`config.mk`:
```
export PLATFORM = sky130hd
export DESIGN_NAME = uart_tx_arbiter
export DESIGN_NICKNAME = d
export VERILOG_FILES = /design/src/rtl/uart_tx_arbiter_pkg.sv /design/src/rtl/uart_tx_rr_pick.sv /design/src/rtl/uart_tx_arbiter.sv
export SDC_FILE = /design/constraint.sdc
export NUM_CORES = 1
export LEC_CHECK = 0
export ABC_AREA = 1
export ABC_CLOCK_PERIOD_IN_PS = 8000
export BUFFER_PORTS_ARGS = -buffer_cell sky130_fd_sc_hd__buf_4
export CORE_MARGIN = 2
export CORE_UTILIZATION = 45
export CTS_CLUSTER_SIZE = 40
export DETAILED_ROUTE_END_ITERATION = 8
export PLACE_DENSITY = 0.69
export SYNTH_ARGS = -nofsm -noshare
export SYNTH_HDL_FRONTEND = slang
export SYNTH_HIERARCHICAL = 1
export SYNTH_SLANG_ARGS = --single-unit
```
`constraint.sdc`:
```
create_clock -name clk -period 8 [get_ports clk]
set_input_delay 0.4 -clock clk [delete_from_list [all_inputs] [get_ports clk]]
set_output_delay 0.4 -clock clk [all_outputs]
set_load 0.02 [all_outputs]
```
`src/rtl/uart_tx_arbiter_pkg.sv`:
```
// uart_tx_arbiter_pkg: shared state encoding and defaults for the UART transmit arbiter.
package uart_tx_arbiter_pkg;
    typedef enum logic [2:0] {IDLE, LOAD, WAIT_LOW, WAIT_RDY, HOLD} state_t;
    localparam int DEF_NREQ = 4;
    localparam int DEF_HOLD_TIMEOUT = 255;
    localparam int RETRY_LIMIT = 16;
endpackage

```
`src/rtl/uart_tx_rr_pick.sv`:
```
// uart_tx_rr_pick: round-robin winner search starting just after the last grant.
module uart_tx_rr_pick
    import uart_tx_arbiter_pkg::*;
#(
    parameter int NREQ = DEF_NREQ
) (
    input  logic [NREQ-1:0] valid,
    input  logic [2:0]      last_grant,
    output logic [2:0]      pick,
    output logic            any
);
    int best;
    // distance from last_grant+1, wrapping; smallest distance wins
    always_comb begin
        best = NREQ;
        pick = last_grant;
        for (int i = 0; i < NREQ; i++)
            if (valid[i] && (i + NREQ - 1 - int'(last_grant)) % NREQ < best) begin
                best = (i + NREQ - 1 - int'(last_grant)) % NREQ;
                pick = 3'(i);
            end
    end
    assign any = |valid;
endmodule

```
`src/rtl/uart_tx_arbiter.sv`:
```
// uart_tx_arbiter: round-robin packet arbiter feeding bytes into a UART transmitter holding register.
module uart_tx_arbiter
    import uart_tx_arbiter_pkg::*;
#(
    parameter int NREQ         = DEF_NREQ,
    parameter int HOLD_TIMEOUT = DEF_HOLD_TIMEOUT
) (
    input  logic              clk,
    input  logic              reset_n,
    input  logic [NREQ-1:0]   req_valid,
    input  logic [8*NREQ-1:0] req_data,
    input  logic [NREQ-1:0]   req_last,
    output logic [NREQ-1:0]   req_ready,
    input  logic              txrdy,
    output logic [7:0]        tx_hold_reg,
    output logic              tx_load,
    output logic [2:0]        grant_id,
    output logic              busy
);
    localparam int IW = NREQ > 1 ? $clog2(NREQ) : 1;
    state_t state, state_nx;
    logic [2:0] pick;
    logic any, last_flag, reissue, take;
    logic [7:0] hold_cnt;
    logic [4:0] retry_cnt;
    logic [IW-1:0] gid, sel;
    assign gid = grant_id[IW-1:0];
    assign sel = state == IDLE ? pick[IW-1:0] : gid;
    uart_tx_rr_pick #(.NREQ(NREQ)) u_pick (
        .valid(req_valid),
        .last_grant(grant_id),
        .pick(pick),
        .any(any)
    );
    always_comb begin
        state_nx = state;
        case (state)
            IDLE:     if (txrdy && any) state_nx = LOAD;
            LOAD:     state_nx = WAIT_LOW;
            WAIT_LOW: if (!txrdy) state_nx = WAIT_RDY;
                      else if (retry_cnt == 5'(RETRY_LIMIT - 1)) state_nx = LOAD;
            WAIT_RDY: if (txrdy) state_nx = last_flag ? IDLE : HOLD;
            HOLD:     if (req_valid[gid] && txrdy) state_nx = LOAD;
                      else if (hold_cnt == 8'(HOLD_TIMEOUT)) state_nx = IDLE;
            default:  state_nx = IDLE;
        endcase
    end
    // requester inputs are captured only when leaving IDLE or HOLD; retries reuse the held byte
    assign take      = state_nx == LOAD && (state == IDLE || state == HOLD);
    assign tx_load   = state == LOAD;
    assign req_ready = tx_load && !reissue ? {{(NREQ-1){1'b0}}, 1'b1} << gid : '0;
    assign busy      = state != IDLE;
    always_ff @(posedge clk or negedge reset_n) begin
        if (!reset_n) state <= IDLE;
        else state <= state_nx;
    end
    always_ff @(posedge clk or negedge reset_n) begin
        if (!reset_n) begin
            grant_id    <= 3'(NREQ - 1);
            tx_hold_reg <= 8'h00;
            last_flag   <= 1'b0;
            reissue     <= 1'b0;
            hold_cnt    <= 8'h00;
            retry_cnt   <= 5'd0;
        end else begin
            if (take) begin
                grant_id    <= state == IDLE ? pick : grant_id;
                tx_hold_reg <= req_data[8*sel +: 8];
                last_flag   <= req_last[sel];
            end
            reissue   <= state == WAIT_LOW && state_nx == LOAD;
            retry_cnt <= state == WAIT_LOW ? retry_cnt + 5'd1 : 5'd0;
            hold_cnt  <= state != HOLD ? 8'h00 :
                         (!req_valid[gid] && hold_cnt != 8'(HOLD_TIMEOUT)) ? hold_cnt + 8'd1 : hold_cnt;
        end
    end
endmodule

```
==> impl_metrics.tcl, run 1 <==
set metrics [dict create \
    cts_root_buf "clkbuf_8" \
    clkSlewWorstSetupHoldPaths_ns 0.07 \
    layout_min_cycle_time_ns 5.16 \
    cts_inserted_buffers 5 \
    hold_buffers 0 \
    ios 60 \
    outcome "completed" \
    startpoint_type "register" \
    hpwl_microns 4610 \
    cts_sinks 29 \
    area_growth_pct 24.8 \
    die_w_microns 78.8 \
    num_antenna_cells 0 \
    p_per_area_nw_per_um2 352 \
    antenna_found_initial 0 \
    rows 27 \
    synth_top_cell_area_share_pct 26.9 \
    setup_viol_count_final 0 \
    relSlewSlack_pct 71.4 \
    path_max_fanout 11 \
    maxCapViolCount 0 \
    nets 496 \
    holdWs_ns 0.0252 \
    max_freq_ghz 0.194 \
    syn_area_sq_um 2510 \
    fillers 529 \
    drv_slew 0 \
    route.detailed.drc 0 \
    ys_ff_latch 29 \
    synth_seq_area_share_pct 29.0 \
    start_util_pct 46.2 \
    cp.required_ns 8.22 \
    rsz0062_at_grt "no" \
    wl_per_cell_microns 11.6 \
    critPathKind "reg2reg" \
    tritoncts "built" \
    portBuffers 59 \
    synth_nets 436 \
    synth_top_cell_by_area "dfrtp_1" \
    critPathArrivalTime_ns 5.39 \
    num_vias 2589 \
    tns_ns 0 \
    h-tree-depth 2 \
    grt_overflow 0 \
    first_pass_iters 4 \
    cts_resized 0 \
    leakagePower_nw 1.81 \
    synthTopCellsByArea "dfrtp_1, nand2_1, inv_1" \
    final_layout_size_suffix_gt1_share_pct 21.9 \
    grt_pass1_wl_microns 10500 \
    cpMaxStageDelayCell "dfstp_2" \
    die_h_microns 78.8 \
    hold_viol_final 0 \
    place_congestion 0.870 \
    end_kind "register" \
    hold_path.class "in2async" \
    die_area_sq_um 6200 \
    ant_nets 0 \
    grtUsageTotal_pct 20.8 \
    viasPerCell 5.07 \
    skew_ns 0.00472 \
    grt_pass1_vias 2542 \
    total_power_mw 1.10 \
    yosys_warnings 6 \
    yosysUniqueCellTypes 37 \
    grt_max_degree 30 \
    design_area_sq_um 3140 \
    core_area_sq_um 5440 \
    drtIter0Drc 149 \
    clock_latency_ns 0.28 \
    syn_inst 378 \
    critical_path.max_stage_delay_ns 0.69 \
    placed_cell_area_sq_um 3000 \
    wirelength_microns 5930 \
    post_cts_buffers 0 \
    syn_area_per_cell_sq_um 6.65 \
    peakVddDrop_uv 203 \
    period_share_pct 64.6 \
    worst_pin_slew_ns 0.429 \
    cts_buffer_depth 2 \
    cp_common_cell "nand2_1" \
]
critical path: cells and delay by family, from the launching register on:
family / cells / cell delay, ns
AO/OA/AOI/OAI: 2 / 0.55
adder cells (fa/ha/maj): 4 / 1.16
buffers and inverters: 4 / 0.32
flip-flops: 1 / 0.69
AND/OR/NAND/NOR: 22 / 2.41
Yosys cell counts:
cell type / number
buf_2: 2
a21oi_2: 1
nand4_1: 17
dfrtp_1: 27
nand4_2: 1
nand3b_1: 1
nor2_2: 2
o21ai_0: 11
a31oi_1: 2
dfstp_2: 2
buf_4: 3
inv_2: 4
o21ai_1: 1
nor2_8: 1
mux2_2: 1
nor3_1: 5
nand2_2: 7
inv_1: 73
o21ai_2: 2
or2_2: 2
nand3_1: 54
xnor2_1: 1
a21oi_1: 6
nand2_8: 1
ha_1: 15
a211oi_1: 1
nand3_2: 1
nand2_1: 104
buf_6: 1
o211ai_1: 1
nor3b_1: 1
nand4_4: 1
nand3_4: 1
xor2_1: 1
nand2_4: 2
nor2_1: 19
o31ai_1: 3
path summary, 6_finish.rpt:
| kind | start | to | slack [ns] | depth (start not counted) |
|---|---|---|---|---|
| setup reg to reg | grant_id[0] | tx_hold_reg[5] | 2.84 | 32 |
| max in group asynchronous | reset_n | grant_id[0] | 7.66 | 1 |
| hold reg to reg | retry_cnt[0] | retry_cnt[0] | 0.46 | 1 |
| setup / recovery | grant_id[0] | tx_hold_reg[5] | 2.84 | 32 |
| hold / removal | reset_n | hold_cnt[5] | 0.03 | 1 |
| min in group clk | txrdy | state[2] | 0.45 | 3 |
final cells by class:
type | instances | area (sq um) | area share (%)
clock inverter | 3 | 65.1 | 2.07
tap | 72 | 90.1 | 2.87
sequential | 29 | 728 | 23.2
clock buffer | 5 | 68.8 | 2.19
multi-input combinational | 266 | 1450 | 46.3
inverter | 77 | 289 | 9.21
timing repair buffer | 59 | 443 | 14.1
routing by layer:
metal | wire (microns) | part of all wire (%) | track usage (%) | vias up
li1 | - | - | - | 1327
met4 | 100 | 1.7 | 7.37 | 0
met3 | 255 | 4.3 | 4.09 | 12
met5 | 0 | 0 | 0 | -
met2 | 2920 | 49 | 36.3 | 62
met1 | 2650 | 45 | 25.6 | 1188
power breakdown:
part | total [mW] | internal (mW) | switching, mW
Sequential | 0.236 | 0.188 | 0.0480
Combinational | 0.688 | 0.235 | 0.453
Clock | 0.180 | 0.124 | 0.0563
cells in the final DEF, fill, tap and decap left out, types with 2 or more instances in the layout:
master,n
a21oi_1,6
a31oi_1,2
buf_4,59
bufinv_16,2
clkbuf_8,5
dfrtp_1,27
dfstp_2,2
ha_1,15
inv_1,73
inv_2,4
nand2_1,104
nand2_2,7
nand2_4,2
nand3_1,54
nand4_1,17
nor2_1,19
nor2_2,2
nor3_1,5
o21ai_0,11
o21ai_2,2
o31ai_1,3
or2_2,2
per-stage QoR:
stage                     cells  util [%]  worst slack (ns)
after detailed placement    503      55.2              2.91
after global routing        511      57.7              2.38
after global placement      503      55.2              2.97
after CTS                   511      57.7              2.87
final                       511      57.7              2.84
after floorplan             378         -              3.50
kinds of logic after synthesis:
| logic type | after synthesis | synth area share [%] |
|---|---|---|
| AOI/OAI and AO/OA | 28 | 6.62 |
| buffers and inverters | 83 | 13.2 |
| adders and majority gates | 15 | 7.46 |
| muxes | 1 | 0.448 |
| DFF | 29 | 29.0 |
| and+or+nand+nor | 220 | 42.6 |
| xor gates and xnor gates | 2 | 0.697 |
Power figures use the tool's default switching activity.
==> run 2: changes to the inputs <==
--- a/config.mk
+++ b/config.mk
@@ -6,7 +6,7 @@
 export NUM_CORES = 1
 export LEC_CHECK = 0
 export ABC_AREA = 1
-export ABC_CLOCK_PERIOD_IN_PS = 8000
+export ABC_CLOCK_PERIOD_IN_PS = 4870
 export BUFFER_PORTS_ARGS = -buffer_cell sky130_fd_sc_hd__buf_4
 export CORE_MARGIN = 2
 export CORE_UTILIZATION = 45
==> constraint.sdc (replaced) <==
create_clock -name clk -period 4.87 [get_ports clk]
set_input_delay 0.2435 -clock clk [delete_from_list [all_inputs] [get_ports clk]]
set_output_delay 0.2435 -clock clk [all_outputs]
set_load 0.02 [all_outputs]
==> impl_metrics.tcl, run 2 (synthesized netlist as in run 1, its figures left out) <==
set metrics [dict create \
    outcome "completed" \
    path_max_fanout 9 \
    skew_ns 0.00469 \
    relSlewSlack_pct 68.2 \
    period_share_pct 92.4 \
    grt_overflow 0 \
    cts_inserted_buffers 5 \
    cts_buffer_depth 2 \
    antenna_found_initial 0 \
    area_growth_pct 30.4 \
    p_per_area_nw_per_um2 588 \
    die_area_sq_um 6200 \
    place_ws_ns -0.0439 \
    holdPathEnd "state[2]" \
    startpoint_type "register" \
    critPathArrivalTime_ns 4.72 \
    startpoint "grant_id[0]" \
    dp_cells 505 \
    cts_root_buf "clkbuf_8" \
    cts_sinks 29 \
    hold_path.class "in2reg" \
    layout_min_cycle_time_ns 4.50 \
    reg2reg_slack_ns 0.37 \
    final_layout_size_suffix_gt1_share_pct 25.3 \
    cp_common_cell "nand2_1" \
    hold_start "txrdy" \
    critical_path.max_stage_delay_ns 0.54 \
    route.detailed.drc 0 \
    die_h_microns 78.8 \
    cp.required_ns 5.09 \
    postLayoutCoreUtil_pct 60.3 \
    grt_pass1_wl_microns 11000 \
    end_kind "register" \
    viasPerCell 5.18 \
    maxCapViolCount 0 \
    critPathBufInv 4 \
    clkSlewWorstSetupHoldPaths_ns 0.07 \
    fin_cells 519 \
    ios 60 \
    rows 27 \
    ant_nets 0 \
    drtIter0Drc 142 \
    first_pass_iters 4 \
    hold_viol_final 0 \
    drv_slew 0 \
    hpwl_microns 4780 \
    core_area_sq_um 5440 \
    reg2regPathDepth 30 \
    crit_family "simple AND/OR/NAND/NOR gates" \
    num_vias 2691 \
    final_common_cell "nand2_1" \
    grt_max_degree 30 \
    setup_viol_count_final 0 \
    clock_latency_ns 0.28 \
    holdWs_ns 0.284 \
    critPathKind "reg2reg" \
    fillers 500 \
    nets 504 \
    wl_per_cell_microns 12.5 \
    die_w_microns 78.8 \
    start_util_pct 46.2 \
    tritoncts "built" \
    place_congestion 0.877 \
    grt_pass1_vias 2673 \
    final_cell_mix "nand2_1, inv_1, buf_4" \
    r2r_start "grant_id[0]" \
    grtUsageTotal_pct 21.8 \
    wirelength_microns 6470 \
    worst_pin_slew_ns 0.473 \
    h-tree-depth 2 \
    portBuffers 59 \
    leakagePower_nw 1.85 \
    peakVddDrop_uv 386 \
    cpMaxStageDelayCell "dfstp_2" \
    worst_slack_ns 0.371 \
    rr_endpoint "tx_hold_reg[5]" \
    num_antenna_cells 0 \
    whs_path_depth 3 \
    max_freq_ghz 0.222 \
]
run 2: cell count changes in the layout (fill, tap and decap cells not counted), sizes merged:
cell / delta
buf: +3
bufinv: -1
clkbuf: +1
clkinv: -1
clkinvlp: +1
dlygate4sd3: +1
nand2: +1
nand3: +2
o21ai: +1
run 2: power breakdown:
group | switching, mW | internal [mW]
clock | 0.0943 | 0.166
sequential | 0.0525 | 0.307
combinational | 0.866 | 0.443
run 2: worst min-delay path, cell delays in order:
cell     delay, ns
buf_4         0.14
nand2_1       0.08
o31ai_1       0.06
run 2: routing by layer:
| metal | up-vias | GRT usage (%) | share of wire (%) |
|---|---|---|---|
| met3 | 13 | 4.89 | 5.6 |
| met1 | 1240 | 25.6 | 42 |
| met2 | 76 | 39.2 | 51 |
| met4 | 0 | 7.37 | 1.5 |
| met5 | - | 0 | 0 |
| li1 | 1362 | - | - |
run 2: worst max path at each step:
stage | end | slack, ns | cells past startpoint
after floorplan | last_flag | 0.37 | 29
after global placement | tx_hold_reg[5] | 0.14 | 30
after detailed placement | tx_hold_reg[5] | -0.04 | 32
after CTS | tx_hold_reg[7] | 0.09 | 31
after global routing | tx_hold_reg[5] | -0.02 | 34
final | tx_hold_reg[5] | 0.37 | 30
run 2: area by class of cell:
cell class	instances	area [sq um]	share of cell area, %
Inverter	77	289	8.81
Sequential cell	29	728	22.2
Clock inverter	2	37.5	1.14
Clock buffer	6	82.6	2.52
Timing Repair Buffer	63	479	14.6
Multi-Input combinational cell	270	1570	48.0
Tap cell	72	90.1	2.75
run 2: through the flow:
stage	instance area, sq um	setup TNS [ns]	total power [mW]
4_1_cts	3160	0	1.81
3_3_place_gp	3020	0	1.52
3_5_place_dp	3020	-0.142	1.54
5_1_grt	3280	-0.0360	2.11
2_1_floorplan	2510	0	1.25
6_report	3280	0	1.93
run 2: repair_timing:
action | in CTS | in global routing
setup buffers | 0 | 1
pin swaps | 0 | 3
resized for setup | 2 | 16
hold endpoints to repair | 27 | 0
cloned | 0 | 4
hold buffers | 1 | 0
setup endpoints to repair | 9 | 9
==> run 3: changes to the inputs <==
--- a/config.mk
+++ b/config.mk
@@ -8,6 +8,7 @@
 export ABC_AREA = 1
 export ABC_CLOCK_PERIOD_IN_PS = 4870
 export BUFFER_PORTS_ARGS = -buffer_cell sky130_fd_sc_hd__buf_4
+export CORE_ASPECT_RATIO = 0.8
 export CORE_MARGIN = 2
 export CORE_UTILIZATION = 45
 export CTS_CLUSTER_SIZE = 40
==> impl_metrics.tcl, run 3 (synthesized netlist as in run 1, its figures left out) <==
set metrics [dict create \
    outcome "completed" \
    grtUsageTotal_pct 21.3 \
    num_antenna_cells 0 \
    hold_viol_final 0 \
    ios 60 \
    period_share_pct 92.4 \
    setup_viol_count_final 0 \
    clock_latency_ns 0.27 \
    hold_start "txrdy" \
    start_util_pct 46.3 \
    grt_max_degree 30 \
    clkSlewWorstSetupHoldPaths_ns 0.06 \
    critPathArrivalTime_ns 4.70 \
    final_common_cell "nand2_1" \
    cts_buffer_depth 2 \
    startpoint_type "register" \
    portBuffers 59 \
    drv_slew 0 \
    path_max_fanout 10 \
    end_kind "register" \
    nets 502 \
    holdPathEnd "grant_id[1]" \
    whs_path_depth 3 \
    final_layout_size_suffix_gt1_share_pct 24.3 \
    total_power_mw 1.84 \
    wirelength_microns 6490 \
    dp_cells 511 \
    critical_path.max_stage_delay_ns 0.37 \
    max_freq_ghz 0.222 \
    postLayoutCoreUtil_pct 59.4 \
    hold_path.class "in2reg" \
    maxCapViolCount 0 \
    rr_endpoint "tx_hold_reg[5]" \
    place_congestion 0.858 \
    cts_inserted_buffers 5 \
    worst_pin_slew_ns 0.483 \
    ant_nets 0 \
    grt_pass1_vias 2423 \
    cts_root_buf "clkbuf_8" \
    first_pass_iters 4 \
    critPathKind "reg2reg" \
    die_area_sq_um 6210 \
    drtIter0Drc 145 \
    p_per_area_nw_per_um2 571 \
    reg2reg_slack_ns 0.37 \
    peakVddDrop_uv 272 \
    relSlewSlack_pct 67.8 \
    h-tree-depth 2 \
    tritoncts "built" \
    wl_per_cell_microns 12.4 \
    tns_ns 0 \
    grt_overflow 0 \
    hpwl_microns 4890 \
    route.detailed.drc 0 \
    core_area_sq_um 5440 \
    ff_latch_area_sq_um 728 \
    reg2regPathDepth 32 \
    cpMaxStageDelayCell "dfstp_2" \
    cts_sinks 29 \
    die_w_microns 87.6 \
    fin_cells 523 \
    antenna_found_initial 0 \
    cp_common_cell "nand2_1" \
    r2r_start "grant_id[0]" \
    cp.required_ns 5.08 \
    rows 24 \
    skew_ns 0.00647 \
    multi_input_area_sq_um 1560 \
    final_cell_mix "nand2_1, inv_1, buf_4" \
    grt_pass1_wl_microns 10700 \
    layout_min_cycle_time_ns 4.50 \
    leakagePower_nw 1.82 \
    startpoint "grant_id[0]" \
    fillers 502 \
    die_h_microns 70.9 \
    viasPerCell 5.07 \
    num_vias 2651 \
    area_growth_pct 28.4 \
]
run 3: per-layer routing:
layer | share of wire, % | vias to the layer above | global-route usage (%)
li1 | - | 1354 | -
met1 | 48 | 1195 | 31.3
met2 | 46 | 98 | 33.4
met3 | 6.2 | 4 | 4.55
met4 | 0.18 | 0 | 2.56
met5 | 0 | - | 0
run 3: worst max-delay path by stage:
stage	endpoint	slack, ns	cells past startpoint
final	tx_hold_reg[5]	0.37	32
after global placement	tx_hold_reg[0]	0.16	30
after global routing	tx_hold_reg[3]	-0.04	36
after floorplan	last_flag	0.37	29
after CTS	last_flag	0.03	29
after detailed placement	tx_hold_reg[5]	0.002	30
run 3: final cells by class:
| class | count | share of cell area (%) |
|---|---|---|
| Inverter | 77 | 8.95 |
| Sequential cell | 29 | 22.6 |
| Tap cell | 78 | 3.02 |
| Clock buffer | 8 | 2.79 |
| Timing Repair Buffer | 62 | 14.5 |
| Multi-Input combinational cell | 269 | 48.2 |
run 3: where the power goes:
part | leakage, nW | internal [mW] | switching [mW]
logic | 1.39 | 0.433 | 0.851
clock network | 0.0455 | 0.115 | 0.0845
registers | 0.383 | 0.307 | 0.0522
run 3: what timing repair did:
| item | 4_1_cts | 5_1_grt |
|---|---|---|
| pin swaps | 0 | 2 |
| gates resized for setup | 1 | 12 |
| endpoints found under the hold margin | 27 | 0 |
| hold buffers | 1 | 0 |
| endpoints found under the setup margin | 3 | 9 |
| gates cloned | 0 | 3 |
| setup buffers | 0 | 0 |
run 3: per-stage QoR:
stage          cell area (sq um)  setup WS, ns  hold slack [ns]
6_report                    3230         0.372            0.320
5_1_grt                     3230       -0.0356            0.340
4_1_cts                     3130        0.0281            0.309
3_5_place_dp                3030       0.00241            0.189
3_3_place_gp                3030         0.164            0.190
2_1_floorplan               2510         0.370          -0.0521
run 3: worst max-delay path, delay by kind of cell (launching register included):
family / cells / cell delay (ns)
adders and majority gates: 4 / 1.00
AOI/OAI and AO/OA: 2 / 0.29
DFF: 1 / 0.37
buffers and inverters: 3 / 0.31
and+or+nand+nor: 23 / 2.47
